### src/rtl/systempll_lock_sequencer.sv
// systempll_lock_sequencer
//
// Sequences bring-up of the F-tile system PLL from the management clock domain.
// The block holds the refclk monitor off for a settle period, then waits for a
// stable synth-lock, and then releases the downstream datapath reset. While
// running, it watches synth-lock and a refclk-domain heartbeat. On a failure it
// re-arms automatically and counts the event.
//
// Ports
//   clk                     management clock (free running)
//   reset_n                 synchronous active-low reset
//   in_synthlock            PLL synth-lock (asynchronous)
//   in_refclk_hb            divided-refclk toggle (asynchronous)
//   force_relock            level-sampled request to restart the sequence
//   disable_refclk_monitor  1 while in SETTLE (holds the PLL refclk monitor off)
//   rst_out_n               downstream reset, released only in RUN
//   locked                  qualified lock status (same as rst_out_n)
//   state                   0=SETTLE, 1=WAIT_LOCK, 2=RUN
//   lock_loss_count         saturating count of failure exits from RUN
//   timeout_count           saturating count of WAIT_LOCK timeouts
module systempll_lock_sequencer #(
  parameter int unsigned SETTLE_CYCLES = 1000,
  parameter int unsigned LOCK_STABLE   = 256,
  parameter int unsigned LOCK_TIMEOUT  = 1000000,
  parameter int unsigned HB_TIMEOUT    = 64,
  parameter int unsigned CNT_W         = 8
) (
  input  logic             clk,
  input  logic             reset_n,
  input  logic             in_synthlock,
  input  logic             in_refclk_hb,
  input  logic             force_relock,
  output logic             disable_refclk_monitor,
  output logic             rst_out_n,
  output logic             locked,
  output logic [1:0]       state,
  output logic [CNT_W-1:0] lock_loss_count,
  output logic [CNT_W-1:0] timeout_count
);

  typedef enum logic [1:0] {
    SETTLE    = 2'd0,
    WAIT_LOCK = 2'd1,
    RUN       = 2'd2
  } state_t;

  state_t      state_q, state_d;
  logic        lock_meta, lock_s;
  logic [2:0]  hb_q;
  logic        hb_edge;
  // cyc_q serves as the settle counter, the lock timeout counter and the
  // heartbeat counter. Only one of them is live in any given state, and the
  // counter is cleared on every state change.
  logic [31:0] cyc_q, cyc_d, cyc_inc;
  logic [31:0] stable_q, stable_d, stable_inc;
  logic        loss_inc, timeout_inc;

  assign hb_edge = hb_q[2] ^ hb_q[1];

  always_ff @(posedge clk) begin
    if (!reset_n) begin
      lock_meta <= 1'b0;
      lock_s    <= 1'b0;
      hb_q      <= '0;
    end else begin
      lock_meta <= in_synthlock;
      lock_s    <= lock_meta;
      hb_q      <= {hb_q[1:0], in_refclk_hb};
    end
  end

  always_ff @(posedge clk) begin
    if (!reset_n) begin
      state_q  <= SETTLE;
      cyc_q    <= '0;
      stable_q <= '0;
    end else begin
      state_q  <= state_d;
      cyc_q    <= cyc_d;
      stable_q <= stable_d;
    end
  end

  always_comb begin
    state_d     = state_q;
    cyc_inc     = cyc_q + 32'd1;
    stable_inc  = stable_q + 32'd1;
    cyc_d       = cyc_inc;
    stable_d    = '0;
    loss_inc    = 1'b0;
    timeout_inc = 1'b0;
    if (force_relock) begin
      state_d = SETTLE;
      cyc_d   = '0;
    end else begin
      case (state_q)
        SETTLE: begin
          if (cyc_inc >= SETTLE_CYCLES) begin
            state_d = WAIT_LOCK;
            cyc_d   = '0;
          end
        end
        WAIT_LOCK: begin
          stable_d = lock_s ? stable_inc : '0;
          // Reaching the stable count wins over a coincident timeout.
          if (lock_s && (stable_inc >= LOCK_STABLE)) begin
            state_d  = RUN;
            cyc_d    = '0;
            stable_d = '0;
          end else if (cyc_inc >= LOCK_TIMEOUT) begin
            state_d     = SETTLE;
            cyc_d       = '0;
            stable_d    = '0;
            timeout_inc = 1'b1;
          end
        end
        RUN: begin
          if (hb_edge) begin
            cyc_d = '0;
          end
          // A lock drop and a heartbeat stall in the same cycle are one failure.
          if (!lock_s ||
              ((HB_TIMEOUT != 0) && !hb_edge && (cyc_inc >= HB_TIMEOUT))) begin
            state_d  = SETTLE;
            cyc_d    = '0;
            loss_inc = 1'b1;
          end
        end
        default: begin
          state_d = SETTLE;
          cyc_d   = '0;
        end
      endcase
    end
  end

  always_ff @(posedge clk) begin
    if (!reset_n) begin
      lock_loss_count <= '0;
      timeout_count   <= '0;
    end else begin
      if (loss_inc && (lock_loss_count != '1)) begin
        lock_loss_count <= lock_loss_count + CNT_W'(1);
      end
      if (timeout_inc && (timeout_count != '1)) begin
        timeout_count <= timeout_count + CNT_W'(1);
      end
    end
  end

  always_comb begin
    disable_refclk_monitor = (state_q == SETTLE);
    rst_out_n              = (state_q == RUN);
    locked                 = (state_q == RUN);
    state                  = state_q;
  end

endmodule

### config.mk
export PLATFORM = sky130hd
export DESIGN_NAME = systempll_lock_sequencer
export DESIGN_NICKNAME = d
export VERILOG_FILES = /design/src/rtl/systempll_lock_sequencer.sv
export SDC_FILE = /design/constraint.sdc
export NUM_CORES = 1
export LEC_CHECK = 0
export ABC_CLOCK_PERIOD_IN_PS = 8100
export CAP_MARGIN = 10
export CELL_PAD_IN_SITES_DETAIL_PLACEMENT = 2
export CELL_PAD_IN_SITES_GLOBAL_PLACEMENT = 2
export CORE_ASPECT_RATIO = 2
export CORE_MARGIN = 5
export CORE_UTILIZATION = 39
export CTS_BUF_LIST = sky130_fd_sc_hd__clkbuf_16
export DETAILED_ROUTE_END_ITERATION = 7
export PLACE_DENSITY_LB_ADDON = 0.08
export SKIP_LAST_GASP = 1
export SLEW_MARGIN = 15
export SYNTH_ARGS = -nofsm -noshare
export SYNTH_HDL_FRONTEND = slang
export SYNTH_SLANG_ARGS = --single-unit
export TNS_END_PERCENT = 10
### constraint.sdc
create_clock -name clk -period 8.1 [get_ports clk]
set_clock_uncertainty 0.1 [all_clocks]
set_input_delay 1.215 -clock clk [delete_from_list [all_inputs] [get_ports clk]]
set_output_delay 1.215 -clock clk [all_outputs]
set_load 0.05 [all_outputs]
==> impl_results.md, run 1 <==
* Vias per std cell at 5.69
* Initial Util at 39.5%
* Unique masters post-synth at 66
* Critical path arrival at 4.15 ns
* Worst setup path startpoint: cyc_q[0]
* Cell count along the critical path at 10
* Number of post-CTS setup repair buffers at 0
* Crit-path max FO at 20
* Final period util at 49.2%
* Post-Layout Cell Count at 688
* Vias in the first global route at 4368
* Cell repeated most along the worst path: nand4_1
* Min Clock Period, post-route at 3.98 ns
* CTS H-tree depth at 3
* Max Clock Freq at 251 MHz
* Cells after DPL at 672
* CTS buffer count at 9
* Synth top area share at 40.8%
* Post-synth top cells: dfxtp_1 (87), nor2_1 (43), nand2_1 (37)
* Row count at 54
* Die height at 158 µm
* Sink Count at 87
* First-iteration detailed-routing DRC count at 144
* Core Box Area at 10800 µm²
* RSZ-0062 raised after global routing: false
* Setup CP Type: reg2reg
* Beginning of the worst register-to-register path: cyc_q[0]
* Worst Hold Launch: hb_q[0]
* CP max-delay cell: a221o_1
* Post-route setup slack at 4.12 ns
* PortBufs at 25
* Die Footprint at 13300 µm²
* CTS clk-pin slew, worst paths at 0.07 ns
* Cells along the critical path: ha_1 > inv_1 > nor4_1 > nand4_1 > a211o_1 > a22oi_1 > nand4_1 > nand2b_1 > a221o_1 > nor2b_1
* Post-synth top area cell: dfxtp_1
* VDD IR max at 118 µV
* Hold_buf cts at 0
* Slew @ Worst Pin at 0.833 ns
* Drt total wl at 13000 µm
* FF+latch count, synth at 87
* Top_reg_cell synth: dfxtp_1
* I/O Pins at 26
* Reg2reg path depth at 10
* Setup WS pre-CTS at 4.13 ns
* CP max stage delay at 0.61 ns
* Antenna violations before repair at 0
* Max Cap Viol at 0
* Top post-synthesis cells by area: dfxtp_1 (41%), nand3_1 (4.1%), nor2_1 (3.8%), xnor2_1 (3.5%), xor2_1 (3.3%)
* Cell family with most CP delay: simple AND/OR/NAND/NOR gates
* Hold path depth at 1
* CTS tree: yes
* EDFF count, synth at 0
* Post-synth design cell area at 4270 µm²
* Total negative slack at 0 ns
* Largest net degree at the start of global routing at 23
* Fill cell count at 1225
* Global-route wire length before repair at 21600 µm
* Via Count at 3913
* GPL Wtd Cong at 0.839
* Final Setup Violations at 0
* Clk_lat worst skew at 0.35 ns
* CP Capture Type: flip-flop
* Buf+Inv Stages, Crit Path at 1
* Leak at 1.76 nW
* Die W at 84 µm
* Layout cells sized above 1 at 7.30%
* Min-Delay Path Class: reg2reg
* Remaining global-route overflow at 0
* Rel. slew slack at 44.0%
* Most instantiated library cell after synthesis: dfxtp_1
* CP Launch Type: flip-flop
* Mean Syn Cell Area at 8.66 µm²
* N_diodes at 0
* Synth Warn # at 0
* Clock Tree Buf Depth at 2
* Critical Path RT at 8.27 ns
* Mapped Cells at 493
* Final number of hold-violating endpoints at 0
* Root buffer cell: clkbuf_16
* Fin. max-slew vios at 0
* # DRC at 0
* Final net count at 553
* Hold Worst Slack at 0.348 ns
* GRT Resource Usage Total at 20.6%
* Post-synth ARST share at 0%
* Post-CTS resize count at 0
* Status: completed
* Pwr per Cell Area at 181 nW/µm²
* P&R area growth vs syn at 17.7%
* Drt first pass iters at 4
* WL/cell at 18.8 µm
* Hpwl dp at 9670 µm
* Post-synthesis sequential area ratio at 40.8%
* DRT antenna net count at 0
-- worst reg2reg max path, delay by kind of cell, from the launching register on --
kind,cells,cell delay [ns]
buf+inv,1,0.15
simple gates,5,1.49
flops,1,0.43
compound gates,3,1.29
fa+ha+maj,1,0.44
-- worst paths after layout --
check                    to  slack [ns]
setup reg to reg  cyc_q[17]        4.12
setup / recovery  cyc_q[17]        4.12
hold / removal      hb_q[1]        0.35
hold reg to reg     hb_q[1]        0.35
-- where the power goes --
group | switching [mW] | internal (mW) | total [mW]
Combinational | 0.0208 | 0.0137 | 0.0346
Sequential | 0.0142 | 0.439 | 0.453
Clock | 0.184 | 0.240 | 0.423
Total | 0.219 | 0.692 | 0.911
-- final cells by class --
type | count | area [µm²] | area share (%)
clock buffers | 9 | 225 | 4.48
clock inverters | 7 | 73.8 | 1.47
inverters | 14 | 52.6 | 1.05
multi-input cells | 405 | 2500 | 49.8
flip-flops and latches | 87 | 1740 | 34.6
well taps | 140 | 175 | 3.48
repair buffers | 26 | 258 | 5.13
-- cells by family after synthesis --
| group | after synthesis | synth area share (%) |
|---|---|---|
| simple gates | 241 | 31.0 |
| flops | 87 | 40.8 |
| compound gates | 78 | 13.3 |
| buf+inv | 36 | 3.72 |
| xor+xnor | 33 | 6.77 |
| mux | 12 | 2.90 |
| fa+ha+maj | 5 | 1.46 |
| other cells | 1 | 0.0878 |
-- sequential cells by signal (all words and copies together) (netlist names) --
signal / flops
state: 2
cyc_q: 32
hb_q: 3
lock_meta: 1
lock_loss_count: 8
timeout_count: 8
lock_s: 1
stable_q: 32
-- through the flow --
step / cell area (µm²) / power, mW / util [%]
after floorplan: 4400 / 0.481 / -
final: 5030 / 0.911 / 46.5
after global routing: 5030 / 0.948 / 46.5
after CTS: 5030 / 0.919 / 46.5
after detailed placement: 4730 / 0.496 / 43.8
after global placement: 4730 / 0.494 / 43.8
-- layer usage --
layer	up-vias	share of wire, %	global-route usage, %
met3	42	1.8	2.19
met2	62	59	41.7
met4	0	4.9	13.3
met1	1955	35	18.9
met5	-	0	0
li1	1854	-	-
-- cells in the final DEF, fill, tap and decap left out, types with 12 or more instances in the layout --
cell type,count
dfxtp_1,87
nand3_1,35
clkdlybuf4s50_1,25
conb_1,36
nand2b_1,12
and3_1,12
nor2_1,43
a21oi_1,14
xnor2_1,17
nand2_1,37
nor3_1,15
o21ai_0,17
xor2_1,16
nand4_1,22
inv_1,14
Note: power is estimated with default switching activity, not from simulation.
==> inputs of run 2 (changes only) <==
--- a/config.mk
+++ b/config.mk
@@ -5,13 +5,13 @@
 export SDC_FILE = /design/constraint.sdc
 export NUM_CORES = 1
 export LEC_CHECK = 0
-export ABC_CLOCK_PERIOD_IN_PS = 8100
+export ABC_CLOCK_PERIOD_IN_PS = 3400
 export CAP_MARGIN = 10
 export CELL_PAD_IN_SITES_DETAIL_PLACEMENT = 2
 export CELL_PAD_IN_SITES_GLOBAL_PLACEMENT = 2
 export CORE_ASPECT_RATIO = 2
 export CORE_MARGIN = 5
-export CORE_UTILIZATION = 39
+export CORE_UTILIZATION = 33
 export CTS_BUF_LIST = sky130_fd_sc_hd__clkbuf_16
 export DETAILED_ROUTE_END_ITERATION = 7
 export PLACE_DENSITY_LB_ADDON = 0.08
==> constraint.sdc (replaced) <==
create_clock -name clk -period 3.4 [get_ports clk]
set_clock_uncertainty 0.1 [all_clocks]
set_input_delay 0.51 -clock clk [delete_from_list [all_inputs] [get_ports clk]]
set_output_delay 0.51 -clock clk [all_outputs]
set_load 0.05 [all_outputs]
==> run 2 against run 1 <==
- largest cell class unchanged
- sequential cell count is the same
- setup slack lost 4.0 ns
- utilization shrank 3.2 points
- critical endpoint is now cyc_q[14]
==> impl_results.md, run 2 (same netlist as run 1, synthesis figures left out) <==
* Status: completed
* Largest registers: cyc_q (32), stable_q (32)
* Crit-path max FO at 20
* P&R area growth vs syn at 27.9%
* Via Count at 4006
* CTS buffer count at 9
* Vias per std cell at 5.45
* Post-route cell area at 5460 µm²
* Final net count at 590
* Max Clock Freq at 304 MHz
* Most common cell after layout, fill and taps aside: dfxtp_1
* Leak at 1.98 nW
* Clock Tree Buf Depth at 2
* Sink Count at 87
* CP max-delay cell: or4_4
* CP max stage delay at 0.63 ns
* Die height at 171 µm
* Largest net degree at the start of global routing at 21
* GRT Resource Usage Total at 18.2%
* Pwr per Cell Area at 386 nW/µm²
* Comb power frac at 4.4%
* Global-route wire length before repair at 22300 µm
* N_diodes at 0
* Drt total wl at 14100 µm
* Net switching fraction of the power at 24.8%
* Remaining global-route overflow at 0
* Cell family with most CP delay: simple AND/OR/NAND/NOR gates
* VDD IR max at 276 µV
* Setup CP Type: reg2reg
* Fin. max-slew vios at 0
* Vias in the first global route at 4413
* Total negative slack at 0 ns
* Commonest cells after routing, fill and taps aside: dfxtp_1 (81), nor2_1 (42), nand2_1 (37), conb_1 (36), buf_4 (36)
* Min-Delay Path Class: reg2reg
* Final Setup Violations at 0
* Hold_buf cts at 0
* Max Cap Viol at 0
* CTS clk-pin slew, worst paths at 0.07 ns
* P_sw at 0.522 mW
* DRT antenna net count at 0
* Drt first pass iters at 4
* Die W at 90.5 µm
* Die Footprint at 15500 µm²
* Initial Util at 33.8%
* Final period util at 96.6%
* CP Launch Type: flip-flop
* Root buffer cell: clkbuf_16
* Hold Worst Slack at 0.340 ns
* First-iteration detailed-routing DRC count at 107
* Critical Path RT at 3.55 ns
* Core Box Area at 12600 µm²
* Clk network pwr share at 44.6%
* Slew @ Worst Pin at 0.505 ns
* Layout cells sized above 1 at 17.9%
* WL/cell at 19.2 µm
* CTS H-tree depth at 3
* Cells along the critical path: nand4_2 > or4_4 > or3_1 > a21o_1 > a211oi_1 > nand4_1 > nand2b_1 > a221o_1 > buf_12 > nor2b_1
* Reg power frac at 51.1%
* CP Capture Type: flip-flop
* Clk_lat worst skew at 0.34 ns
* I/O Pins at 26
* # DRC at 0
* Hpwl dp at 11100 µm
* PortBufs at 25
* Power Total at 2.11 mW
* Placement-stage cell area at 5010 µm²
* Int Pwr at 1.59 mW
* GPL Wtd Cong at 0.861
* Row count at 58
* Fill cell count at 1426
* Critical path arrival at 3.43 ns
* Rel. slew slack at 65.9%
* Min Clock Period, post-route at 3.28 ns
* Final number of hold-violating endpoints at 0
* CTS tree: yes
* Antenna violations before repair at 0
* Buf+Inv Stages, Crit Path at 1
==> run 2: worst paths after layout <==
kind / startpoint / end / slack (ns) / cells after the start
max: cyc_q[14] / cyc_q[14] / 0.12 / 10
max reg2reg: cyc_q[14] / cyc_q[14] / 0.12 / 10
min reg2reg: lock_meta / lock_s / 0.34 / 1
min: lock_meta / lock_s / 0.34 / 1
==> run 2: final cells by class <==
cell class	instances	area (µm²)	share of cell area [%]
clock inverters	7	55.1	1.01
repair buffers	63	552	10.1
flip-flops and latches	87	1750	32.1
clock buffers	9	225	4.12
well taps	150	188	3.43
inverters	14	52.6	0.962
multi-input cells	405	2640	48.3
==> run 2: what timing repair did <==
item,CTS,global route
setup buffers,1,2
pin swaps,1,9
resized for setup,4,32
setup endpoints to repair,27,43
==> run 2: per-layer routing <==
| layer | share of wire, % | vias up | track usage [%] |
|---|---|---|---|
| met3 | 1.5 | 36 | 2.46 |
| met1 | 34 | 1986 | 15.7 |
| li1 | - | 1933 | - |
| met4 | 5.1 | 0 | 9.40 |
| met2 | 60 | 51 | 38.6 |
| met5 | 0 | - | 0 |
==> run 2: power groups by stage <==
stage,combinational (mW),sequential (mW),clock (mW)
final,0.0921,1.08,0.940
after global routing,0.102,1.08,1.02
after CTS,0.0884,1.08,0.967
after detailed placement,0.0872,1.10,0
after global placement,0.0849,1.10,0
after floorplan,0.0511,1.09,0
==> run 2: per-stage QoR <==
stage,util (%),setup WS [ns],cells
floorplan,-,0.391,528
global placement,39.7,-0.0333,716
detailed placement,39.7,-0.120,716
CTS,42.1,-0.0319,733
global route,43.3,-0.117,735
finish,43.3,0.116,735
